==> src/rtl/ghost_test_source_ctrl.sv <==
`default_nettype none
// ============================================================================
//  Module      : ghost_test_source_ctrl
//  Description : Run controller for the free-running test-data counter.
//                Frames the counter into a valid/ready stream with sof/eof
//                markers, a programmable frame count, frame length and
//                inter-frame idle gap, plus stop-at-frame-boundary abort.
//  Revision    : 1.0 - initial release
// ============================================================================
module ghost_test_source_ctrl #(
  parameter int DATA_W = 7,
  parameter int LEN_W  = 10,
  parameter int GAP_W  = 8
) (
  input  logic              clk,
  input  logic              rst,
  input  logic              start,
  input  logic              stop,
  input  logic [LEN_W-1:0]  cfg_len,
  input  logic [7:0]        cfg_frames,
  input  logic [GAP_W-1:0]  cfg_gap,
  output logic [DATA_W-1:0] data_out,
  output logic              valid,
  input  logic              ready,
  output logic              sof,
  output logic              eof,
  output logic              busy,
  output logic              done,
  output logic [7:0]        frame_cnt
);

  typedef enum logic [1:0] {
    ST_IDLE = 2'd0,
    ST_RUN  = 2'd1,
    ST_GAP  = 2'd2
  } state_t;

  state_t             r_state;
  state_t             w_state_nxt;

  // Run configuration captured when a start is accepted
  logic [LEN_W-1:0]   r_len;
  logic [LEN_W-1:0]   w_len_nxt;
  logic [7:0]         r_frames;
  logic [7:0]         w_frames_nxt;
  logic [GAP_W-1:0]   r_gap;
  logic [GAP_W-1:0]   w_gap_nxt;

  // Position inside the current frame and remaining idle cycles
  logic [LEN_W-1:0]   r_beat;
  logic [LEN_W-1:0]   w_beat_nxt;
  logic [GAP_W-1:0]   r_gap_cnt;
  logic [GAP_W-1:0]   w_gap_cnt_nxt;
  logic               r_stop_pend;
  logic               w_stop_pend_nxt;

  // Next values of the registered outputs
  logic [DATA_W-1:0]  w_data_nxt;
  logic               w_valid_nxt;
  logic               w_sof_nxt;
  logic               w_eof_nxt;
  logic               w_busy_nxt;
  logic               w_done_nxt;
  logic [7:0]         w_frame_cnt_nxt;

  logic               w_xfer;
  logic               w_end_run;

  assign w_xfer = valid && ready;

  // Next-state and next-output decode; everything holds unless changed below
  always_comb begin
    w_state_nxt     = r_state;
    w_len_nxt       = r_len;
    w_frames_nxt    = r_frames;
    w_gap_nxt       = r_gap;
    w_beat_nxt      = r_beat;
    w_gap_cnt_nxt   = r_gap_cnt;
    w_stop_pend_nxt = r_stop_pend;
    w_data_nxt      = data_out;
    w_valid_nxt     = valid;
    w_sof_nxt       = sof;
    w_eof_nxt       = eof;
    w_busy_nxt      = busy;
    w_done_nxt      = 1'b0;
    w_frame_cnt_nxt = frame_cnt;
    w_end_run       = 1'b0;

    case (r_state)
      ST_IDLE: begin
        // A zero-length frame is meaningless, so such a start is dropped
        if (start && (cfg_len != '0)) begin
          w_state_nxt     = ST_RUN;
          w_len_nxt       = cfg_len;
          w_frames_nxt    = cfg_frames;
          w_gap_nxt       = cfg_gap;
          w_beat_nxt      = '0;
          w_stop_pend_nxt = 1'b0;
          w_data_nxt      = '0;
          w_frame_cnt_nxt = '0;
          w_valid_nxt     = 1'b1;
          w_sof_nxt       = 1'b1;
          w_eof_nxt       = (cfg_len == LEN_W'(1));
          w_busy_nxt      = 1'b1;
        end
      end

      ST_RUN: begin
        w_stop_pend_nxt = r_stop_pend | stop;
        if (w_xfer) begin
          w_data_nxt = data_out + DATA_W'(1);
          if (eof) begin
            w_frame_cnt_nxt = frame_cnt + 8'd1;
            // A stop arriving with the eof beat still ends the run here
            if (((r_frames != 8'd0) && (frame_cnt + 8'd1 == r_frames)) ||
                r_stop_pend || stop) begin
              w_end_run = 1'b1;
            end else if (r_gap == '0) begin
              w_beat_nxt = '0;
              w_sof_nxt  = 1'b1;
              w_eof_nxt  = (r_len == LEN_W'(1));
            end else begin
              w_state_nxt   = ST_GAP;
              w_gap_cnt_nxt = r_gap;
              w_valid_nxt   = 1'b0;
              w_sof_nxt     = 1'b0;
              w_eof_nxt     = 1'b0;
            end
          end else begin
            w_beat_nxt = r_beat + LEN_W'(1);
            w_sof_nxt  = 1'b0;
            w_eof_nxt  = (r_beat + LEN_W'(2) == r_len);
          end
        end
      end

      ST_GAP: begin
        // No frame is in flight during the gap, so a stop ends the run at once
        if (stop || r_stop_pend) begin
          w_end_run = 1'b1;
        end else if (r_gap_cnt == GAP_W'(1)) begin
          w_state_nxt = ST_RUN;
          w_beat_nxt  = '0;
          w_valid_nxt = 1'b1;
          w_sof_nxt   = 1'b1;
          w_eof_nxt   = (r_len == LEN_W'(1));
        end else begin
          w_gap_cnt_nxt = r_gap_cnt - GAP_W'(1);
        end
      end

      default: begin
        w_state_nxt = ST_IDLE;
      end
    endcase

    if (w_end_run) begin
      w_state_nxt     = ST_IDLE;
      w_stop_pend_nxt = 1'b0;
      w_valid_nxt     = 1'b0;
      w_sof_nxt       = 1'b0;
      w_eof_nxt       = 1'b0;
      w_busy_nxt      = 1'b0;
      w_done_nxt      = 1'b1;
    end
  end

  // State register and registered outputs; reset discards any partial frame
  always_ff @(posedge clk or posedge rst) begin
    if (rst) begin
      r_state     <= ST_IDLE;
      r_len       <= '0;
      r_frames    <= '0;
      r_gap       <= '0;
      r_beat      <= '0;
      r_gap_cnt   <= '0;
      r_stop_pend <= 1'b0;
      data_out    <= '0;
      valid       <= 1'b0;
      sof         <= 1'b0;
      eof         <= 1'b0;
      busy        <= 1'b0;
      done        <= 1'b0;
      frame_cnt   <= '0;
    end else begin
      r_state     <= w_state_nxt;
      r_len       <= w_len_nxt;
      r_frames    <= w_frames_nxt;
      r_gap       <= w_gap_nxt;
      r_beat      <= w_beat_nxt;
      r_gap_cnt   <= w_gap_cnt_nxt;
      r_stop_pend <= w_stop_pend_nxt;
      data_out    <= w_data_nxt;
      valid       <= w_valid_nxt;
      sof         <= w_sof_nxt;
      eof         <= w_eof_nxt;
      busy        <= w_busy_nxt;
      done        <= w_done_nxt;
      frame_cnt   <= w_frame_cnt_nxt;
    end
  end

endmodule
`default_nettype wire

==> config.mk <==
export PLATFORM = sky130hd
export DESIGN_NAME = ghost_test_source_ctrl
export DESIGN_NICKNAME = d
export VERILOG_FILES = /design/src/rtl/ghost_test_source_ctrl.sv
export SDC_FILE = /design/constraint.sdc
export NUM_CORES = 1
export LEC_CHECK = 0
export CAP_MARGIN = 5
export CORE_MARGIN = 3
export CORE_UTILIZATION = 37
export DETAILED_ROUTE_END_ITERATION = 10
export SKIP_CTS_REPAIR_TIMING = 1
export SLEW_MARGIN = 40
export SYNTH_ARGS = -nofsm -noshare
export SYNTH_HDL_FRONTEND = slang
export SYNTH_SLANG_ARGS = --single-unit
export TNS_END_PERCENT = 1
==> constraint.sdc <==
create_clock -name clk -period 2.13 [get_ports clk]
set_input_delay 0.213 -clock clk [delete_from_list [all_inputs] [get_ports clk]]
set_output_delay 0.213 -clock clk [all_outputs]
set_load 0.01 [all_outputs]
# Word level (Yosys, flattened, before mapping)
# Index checks and enable logic that the tools add are counted.
# word_totals
ff_bits	67
latchBits	0
ramBits	0
romBits	0
in_bits	31
output_inout_bits	20
n_memories	0
# classes
addsub	5
multipliers	0
n_div	0
magnitude_cmp	0
n_eq_ne	25
shifts	0
mux	66
n_bitwise	1
n_reduce_logical	28
# ops
operator	count
8-bit 2-to-1 mux	9
10-bit 2-to-1 mux	7
8-bit case mux with 2 select lines	2
1-bit 2-to-1 mux	30
10-bit case mux with 3 select lines	1
3-bit != test, second input constant	9
7-bit AND reduction	3
10-bit by 1-bit == test with 1-bit output, second input constant	2
2-bit 2-to-1 mux	8
2-bit != test, second input constant	8
7-bit 2-to-1 mux	2
7-bit case mux with 2 select lines	1
10-bit by 1-bit adder with 10-bit output, second input constant	1
10-bit by 2-bit adder with 10-bit output, second input constant	1
10-bit == test	1
10-bit nonzero test	1
1-bit case mux with 3 select lines	3
8-bit by 1-bit adder with 8-bit output, second input constant	1
8-bit by 1-bit == test with 1-bit output, second input constant	1
8-bit == test	1
8-bit logical NOT	1
8-bit AND reduction	1
2-bit nonzero test	4
8-bit nonzero test	1
other kinds (18)	26

# Logic depth before layout (Yosys ltp)
# Gate-level depths: netlist of run 1.
# logic_depth
word_depth	11
depth_mapped	11
mapped_depth_nobuf	9

# Worst setup path after synthesis of run 1
# No wires, ideal clock.
# synth_path
path_type	register to register
start	register frame_cnt[0]
end	register r_state[0]
setup_time_ns	0.095
arrival_ns	2.172
t_required_ns	2.035
slack_ns	-0.137
path_stages_with_launch	9
path_buffers	0
period_less_slack_ns	2.267
path_cell_list	dfrtp_1 ha_1 nand2b_1 a21o_1 a31oi_1 o41a_1 a41oi_1 or4_1 o31ai_1
# synth_between
elab_chain_len	11
elab_cells_between_ends	18
# synth_lines
item	line_no	text
start: declaration	29	output logic [7:0] frame_cnt
start signal: assignment	199	frame_cnt <= w_frame_cnt_nxt;
8-bit by 1-bit adder with 8-bit output *	115	if (((r_frames != 8'd0) && (frame_cnt + 8'd1 == r_frames)) ||
8-bit == test *	115	
1-bit logical AND *	115	
1-bit logical OR *	115	
1-bit logical OR *	116	r_stop_pend || stop) begin
1-bit 2-to-1 mux	115	
1-bit 2-to-1 mux	112	if (eof) begin
1-bit 2-to-1 mux	110	if (w_xfer) begin
1-bit case mux with 2 select lines	89	case (r_state)
3-bit != test (no source line)	-	
7-bit AND reduction (no source line)	-	
end signal: assignment	186	r_state <= w_state_nxt;
end: declaration	38	state_t r_state;
# Mark *: on every way between the ends. The rest lies on a longest branch, timed or not.
# A chain may end at the register's enable or synchronous reset.

# Final worst setup path of run 1
# Ends and elaborated chain as after synthesis.

==> flow_summary.ini, run 1 <==
[grt]
antenna_found_initial = 0
grt-ovfl-total = 0
grt_max_degree = 37
grt_pass1_wl_mm = 17.8
grt_usage_pct = 18.9
grt_pass1_vias = 3581

[worst_setup_path]
crit_required_ns = 2.38
cp_max_fo = 4
end_kind = flip-flop
arrival_ns = 2.51
start_kind = flip-flop
worstSetupPathType = flip-flop to flip-flop

[routing]
vias_per_cell = 5.46
drc = 0
drtIter0Drc = 216
top_layer_used = met4
vias = 3716
drt-total-wl_mm = 10.9
wl_met3_um = 468
final_antenna_net_count = 0
wl_met2_mm = 5.23
firstDrtPassIters = 5
met1Wirelength_mm = 5.02
wl_per_cell_um = 16.0

[synth]
ys_seq_area_share_pct = 42.2
synthCells = 428
synth_most_common_cell = dfrtp_1
synthTopCellsByArea = dfrtp_1 (42%), mux2_2 (7.4%), o21ai_0 (4.9%)
synth_top_area_share_pct = 42.2
synth_top_cell_by_area = dfrtp_1
syn_area_per_cell_sq_um = 9.28
yosysWarnings = 0
async_flop_share_pct = 100
synth_area_sq_um = 3970
synth_edf_count = 0
synth_cell_types = 60
syn_nets = 470
ys_ff_latch = 67
synth_ff_type = dfrtp_1
netlist_top_cells_count = dfrtp_1 (67), nand2_1 (39), o21ai_0 (39), nor2_1 (38), mux2_2 (26)

[job]
cap_violations = 0

[sta]
finalMaxSlewViolations = 0
maxSlewHeadroom_pct = 57.2
setup_viol = 18
worst_pin_slew_ns = 0.637
timing.fmax_mhz = 441
finalCritPeriodShare_pct = 106
finalHoldViolCount = 0
rsz0062_at_grt = yes
fin_crit_ns = 2.27
clock_skew_ns = 0.0142
fin_ws_ns = -0.138

[floorplan]
initial_core_util_pct = 38.3
ios = 51
die-width_um = 110
die_h_um = 110
coreArea_sq_um = 10400
die-area_sq_um = 12000
rows = 37

[clocking]
clockRootBuffer = clkbuf_8
clk_pin_slew_worst_paths_ns = 0.08
cts_tree = done
cts_max_level = 3
numCtsBuffers = 9
cts_max_path_buffers = 2
cts.sinks = 67
insertion_delay_ns = 0.35

[min_path]
holdCritPathClass = input pin to async pin

[status]
status = finished, violations left
failed_checks = negative setup slack

[place]
io_buffers = 50
hpwlAfterDp_mm = 8.23
routabilityCongestion = 0.910

[cells_and_area]
fin_util_pct = 53.5
finalNetCount = 581
diodes = 0
syn2layout_area_growth_pct = 39.7
drive_gt1_share_pct = 27.6

[power_and_ir_drop]
p_leak_nw = 2.31
powerDensity_nw_per_um2 = 1280
power_w = 0.00709
vdd_drop_max_mv = 0.643
per-layer routing:
| metal | global-route usage, % | vias to the layer above |
|---|---|---|
| li1 | - | 1792 |
| met2 | 30.4 | 90 |
| met1 | 26.1 | 1813 |
| met4 | 6.41 | 0 |
| met3 | 2.82 | 21 |
| met5 | 0 | - |
cell type report:
type                    count  area, sq um
fillers                   976         4820
multi-input cells         328         2330
flip-flops and latches     67         1680
repair buffers            118         1050
well taps                 136          170
clock inverters             7          140
clock buffers               9          124
inverters                  15         56.3
metrics by stage:
step	area, sq um	worst slack, ns	hold WS [ns]	TNS (ns)	instances
3_5_place_dp	5140	-0.182	0.492	-2.28	663
2_1_floorplan	4010	-0.0359	0.365	-0.0633	428
5_1_grt	5550	-0.270	0.217	-4.39	680
6_report	5550	-0.138	0.193	-0.596	680
4_1_cts	5410	-0.197	0.203	-1.80	679
3_3_place_gp	5140	-0.123	0.486	-1.32	663
power by group:
part           total (W)  internal (W)  switching [W]
registers        0.00219       0.00172       0.000465
logic            0.00349       0.00175        0.00174
clock network    0.00141      0.000894       0.000520
cell families (layout without fill, tap and decap cells):
family	after synthesis	after routing	share of synthesized area (%)
adders and majority gates	11	11	3.47
and+or+nand+nor	150	150	19.2
xor gates and xnor gates	23	23	5.07
AOI/OAI and AO/OA	117	117	19.2
muxes	27	27	7.62
buffers and inverters	33	149	3.25
DFF	67	67	42.2
worst max-delay path: stages (launching register included):
cell and delay [ns]:
dfrtp_2 0.43, ha_4 0.18, nand2b_4 0.14, a21o_1 0.20
a31oi_4 0.20, o41a_1 0.30, a31oi_2 0.14, or4_1 0.49
o31ai_1 0.09
path summary, 6_finish.rpt:
| check | startpoint | endpoint | slack [ns] | cells after the start |
|---|---|---|---|---|
| max in group asynchronous | rst | r_frames[2] | 1.36 | 3 |
| min reg2reg | busy | busy | 0.51 | 2 |
| min | rst | r_gap_cnt[3] | 0.19 | 2 |
| max | frame_cnt[0] | r_state[0] | -0.14 | 8 |
| min in group clk | cfg_gap[5] | r_gap[5] | 0.47 | 2 |
| max reg2reg | frame_cnt[0] | r_state[0] | -0.14 | 8 |
registers in the layout, summed over array words and instances, names as in the netlist:
name,count
r_beat,10
r_len,10
frame_cnt,8
r_frames,8
r_gap,8
r_gap_cnt,8
data_out,7
r_state,2
busy,1
done,1
eof,1
r_stop_pend,1
sof,1
valid,1
layout by cell type (no fill, tap or decap), drive strengths merged, types with 5 or more instances in the layout:
cell and instances:
inv 15, nand3 12, o31ai 7, nand4 5
clkbuf 9, clkdlybuf4s50 50, mux2 26, ha 11
a31oi 7, a21oi 20, xnor2 13, xor2 10
nand2 39, nor3 14, dfrtp 67, o21ai 42
o22a 5, buf 68, nor2 38, nand2b 6
nor4 9, or3 7
(Power assumes the default switching activity.)
==> run 2, diff against run 1 <==
--- a/config.mk
+++ b/config.mk
@@ -8,6 +8,7 @@
 export CAP_MARGIN = 5
 export CORE_MARGIN = 3
 export CORE_UTILIZATION = 37
+export CTS_CLUSTER_SIZE = 16
 export DETAILED_ROUTE_END_ITERATION = 10
 export SKIP_CTS_REPAIR_TIMING = 1
 export SLEW_MARGIN = 40
==> results of run 2 <==
Final layout, timing and power as in run 1 (identical DEF).
==> run 3, diff against run 2 <==
--- a/config.mk
+++ b/config.mk
@@ -10,7 +10,6 @@
 export CORE_UTILIZATION = 37
 export CTS_CLUSTER_SIZE = 16
 export DETAILED_ROUTE_END_ITERATION = 10
-export SKIP_CTS_REPAIR_TIMING = 1
 export SLEW_MARGIN = 40
 export SYNTH_ARGS = -nofsm -noshare
 export SYNTH_HDL_FRONTEND = slang
==> flow_summary.ini, run 3 (synthesis gave the netlist of run 1 again) <==
[status]
status = finished, violations left
failed_checks = negative setup slack

[sta]
finalHoldViolCount = 0
worst_pin_slew_ns = 0.655
setup_tns_ns = -0.526
whs_ns = 0.193
maxSlewHeadroom_pct = 56.0
timing.fmax_mhz = 446
finalCritPeriodShare_pct = 105
fin_crit_ns = 2.24
fin_ws_ns = -0.110
finalMaxSlewViolations = 0
clock_skew_ns = 0.0120
rsz0062_at_grt = yes
setup_viol = 9

[power_and_ir_drop]
powerDensity_nw_per_um2 = 1280
vdd_drop_max_mv = 0.641
p_leak_nw = 2.32

[grt]
antenna_found_initial = 0
grt_max_degree = 37
grt-ovfl-total = 0
grt_pass1_vias = 3637
grt_pass1_wl_mm = 17.9
grt_usage_pct = 19.1

[cells_and_area]
top_regs = r_beat: 10 flops, r_len: 10 flops
syn2layout_area_growth_pct = 41.9
instances_no_fill = 682
drive_gt1_share_pct = 28.8
final_common_cell = buf_4
finalNetCount = 583
diodes = 0
mostFrequentLayoutCells = buf_4 (65), dfrtp_1 (62), clkdlybuf4s50_1 (50), nand2_1 (39), nor2_1 (36)

[place]
dp.cells = 663
hpwlAfterDp_mm = 8.23
io_buffers = 50
routabilityCongestion = 0.910

[routing]
drt-total-wl_mm = 11.1
drtIter0Drc = 241
final_antenna_net_count = 0
vias_per_cell = 5.54
drc = 0
vias = 3780
firstDrtPassIters = 5
wl_per_cell_um = 16.3

[worst_setup_path]
r2r_slack_ns = -0.11
cp_max_fo = 4
endpoint = r_beat[1]
crit_required_ns = 2.37
critPathLaunch = r_state[1]
worstPathCellList = inv_2 > ha_4 > nor2b_1 > a41o_1 > buf_6 > nor3_4 > nand4b_1 > buf_4 > a2bb2oi_2 > a22o_1
rr_startpoint = r_state[1]
r2r_cells = 10
r2r_end = r_beat[1]
cp.depth = 10
start_kind = flip-flop
critical_path.top_delay_family = compound AO/OA/AOI/OAI gates
crit_path_max_incr_delay_ns = 0.40
end_kind = flip-flop
worstSetupPathType = flip-flop to flip-flop
slowest_stage = dfrtp_1
cp_num_buf_inv = 3
arrival_ns = 2.48

[floorplan]
coreArea_sq_um = 10400
die-width_um = 110
initial_core_util_pct = 38.3
ios = 51
die_h_um = 110
die-area_sq_um = 12000
rows = 37

[clocking]
clockRootBuffer = clkbuf_8
clk_pin_slew_worst_paths_ns = 0.08
cts.sinks = 67
cts_tree = done
cts_max_level = 3
insertion_delay_ns = 0.35
cts_max_path_buffers = 2
numCtsBuffers = 9

[min_path]
holdCritPathClass = input pin to async pin

[job]
cap_violations = 0
==> run 3: through the flow <==
step	power (W)	cell area (sq um)	setup slack (ns)	util, %
after global routing	0.00770	5630	-0.189	54.3
final	0.00721	5630	-0.110	54.3
after CTS	0.00700	5490	-0.0619	52.9
after global placement	0.00534	5140	-0.123	49.6
after detailed placement	0.00544	5140	-0.182	49.6
after floorplan	0.00410	4010	-0.0359	-
==> run 3: timing repair <==
| item | in CTS | in global routing |
|---|---|---|
| buffers inserted | 0 | 2 |
| cloned | 0 | 1 |
| hold buffers | 0 | 0 |
| gates resized for setup | 16 | 38 |
| pin swaps | 6 | 14 |
| endpoints found under the setup margin | 23 | 30 |
==> run 3: worst min path at each step <==
stage	startpoint	end	slack [ns]	cells after the start
finish	rst	r_gap_cnt[3]	0.19	2
global route	rst	r_gap_cnt[3]	0.22	2
CTS	rst	r_gap_cnt[3]	0.20	2
detailed placement	busy	busy	0.49	2
global placement	busy	busy	0.49	2
floorplan	cfg_frames[4]	r_frames[4]	0.36	1
==> run 3: routing by layer <==
| layer | up-vias | GRT usage [%] | wire length, um |
|---|---|---|---|
| li1 | 1806 | - | - |
| met1 | 1836 | 26.0 | 5020 |
| met2 | 118 | 30.9 | 5360 |
| met3 | 20 | 2.82 | 571 |
| met4 | 0 | 6.59 | 201 |
| met5 | - | 0 | 0 |
==> run 3: worst register-to-register path: cells and delay by family, from the launching register on <==
kind	cells	cell delay, ns
AO/OA/AOI/OAI	3	0.62
AND/OR/NAND/NOR	3	0.52
adder cells (fa/ha/maj)	1	0.16
buffers and inverters	3	0.42
flip-flops	1	0.40
==> run 3: cell type report <==
cell class | instances | area, sq um
repair buffers | 119 | 1060
multi-input cells | 329 | 2400
flip-flops and latches | 67 | 1680
fillers | 963 | 4740
clock buffers | 9 | 124
inverters | 15 | 56.3
clock inverters | 7 | 140
well taps | 136 | 170
==> run 3: report_power, final <==
| part | internal, W | total (W) | switching (W) | leakage (nW) |
|---|---|---|---|---|
| Combinational | 0.00179 | 0.00361 | 0.00182 | 1.36 |
| Clock | 0.000894 | 0.00141 | 0.000516 | 0.125 |
| Sequential | 0.00172 | 0.00219 | 0.000470 | 0.837 |
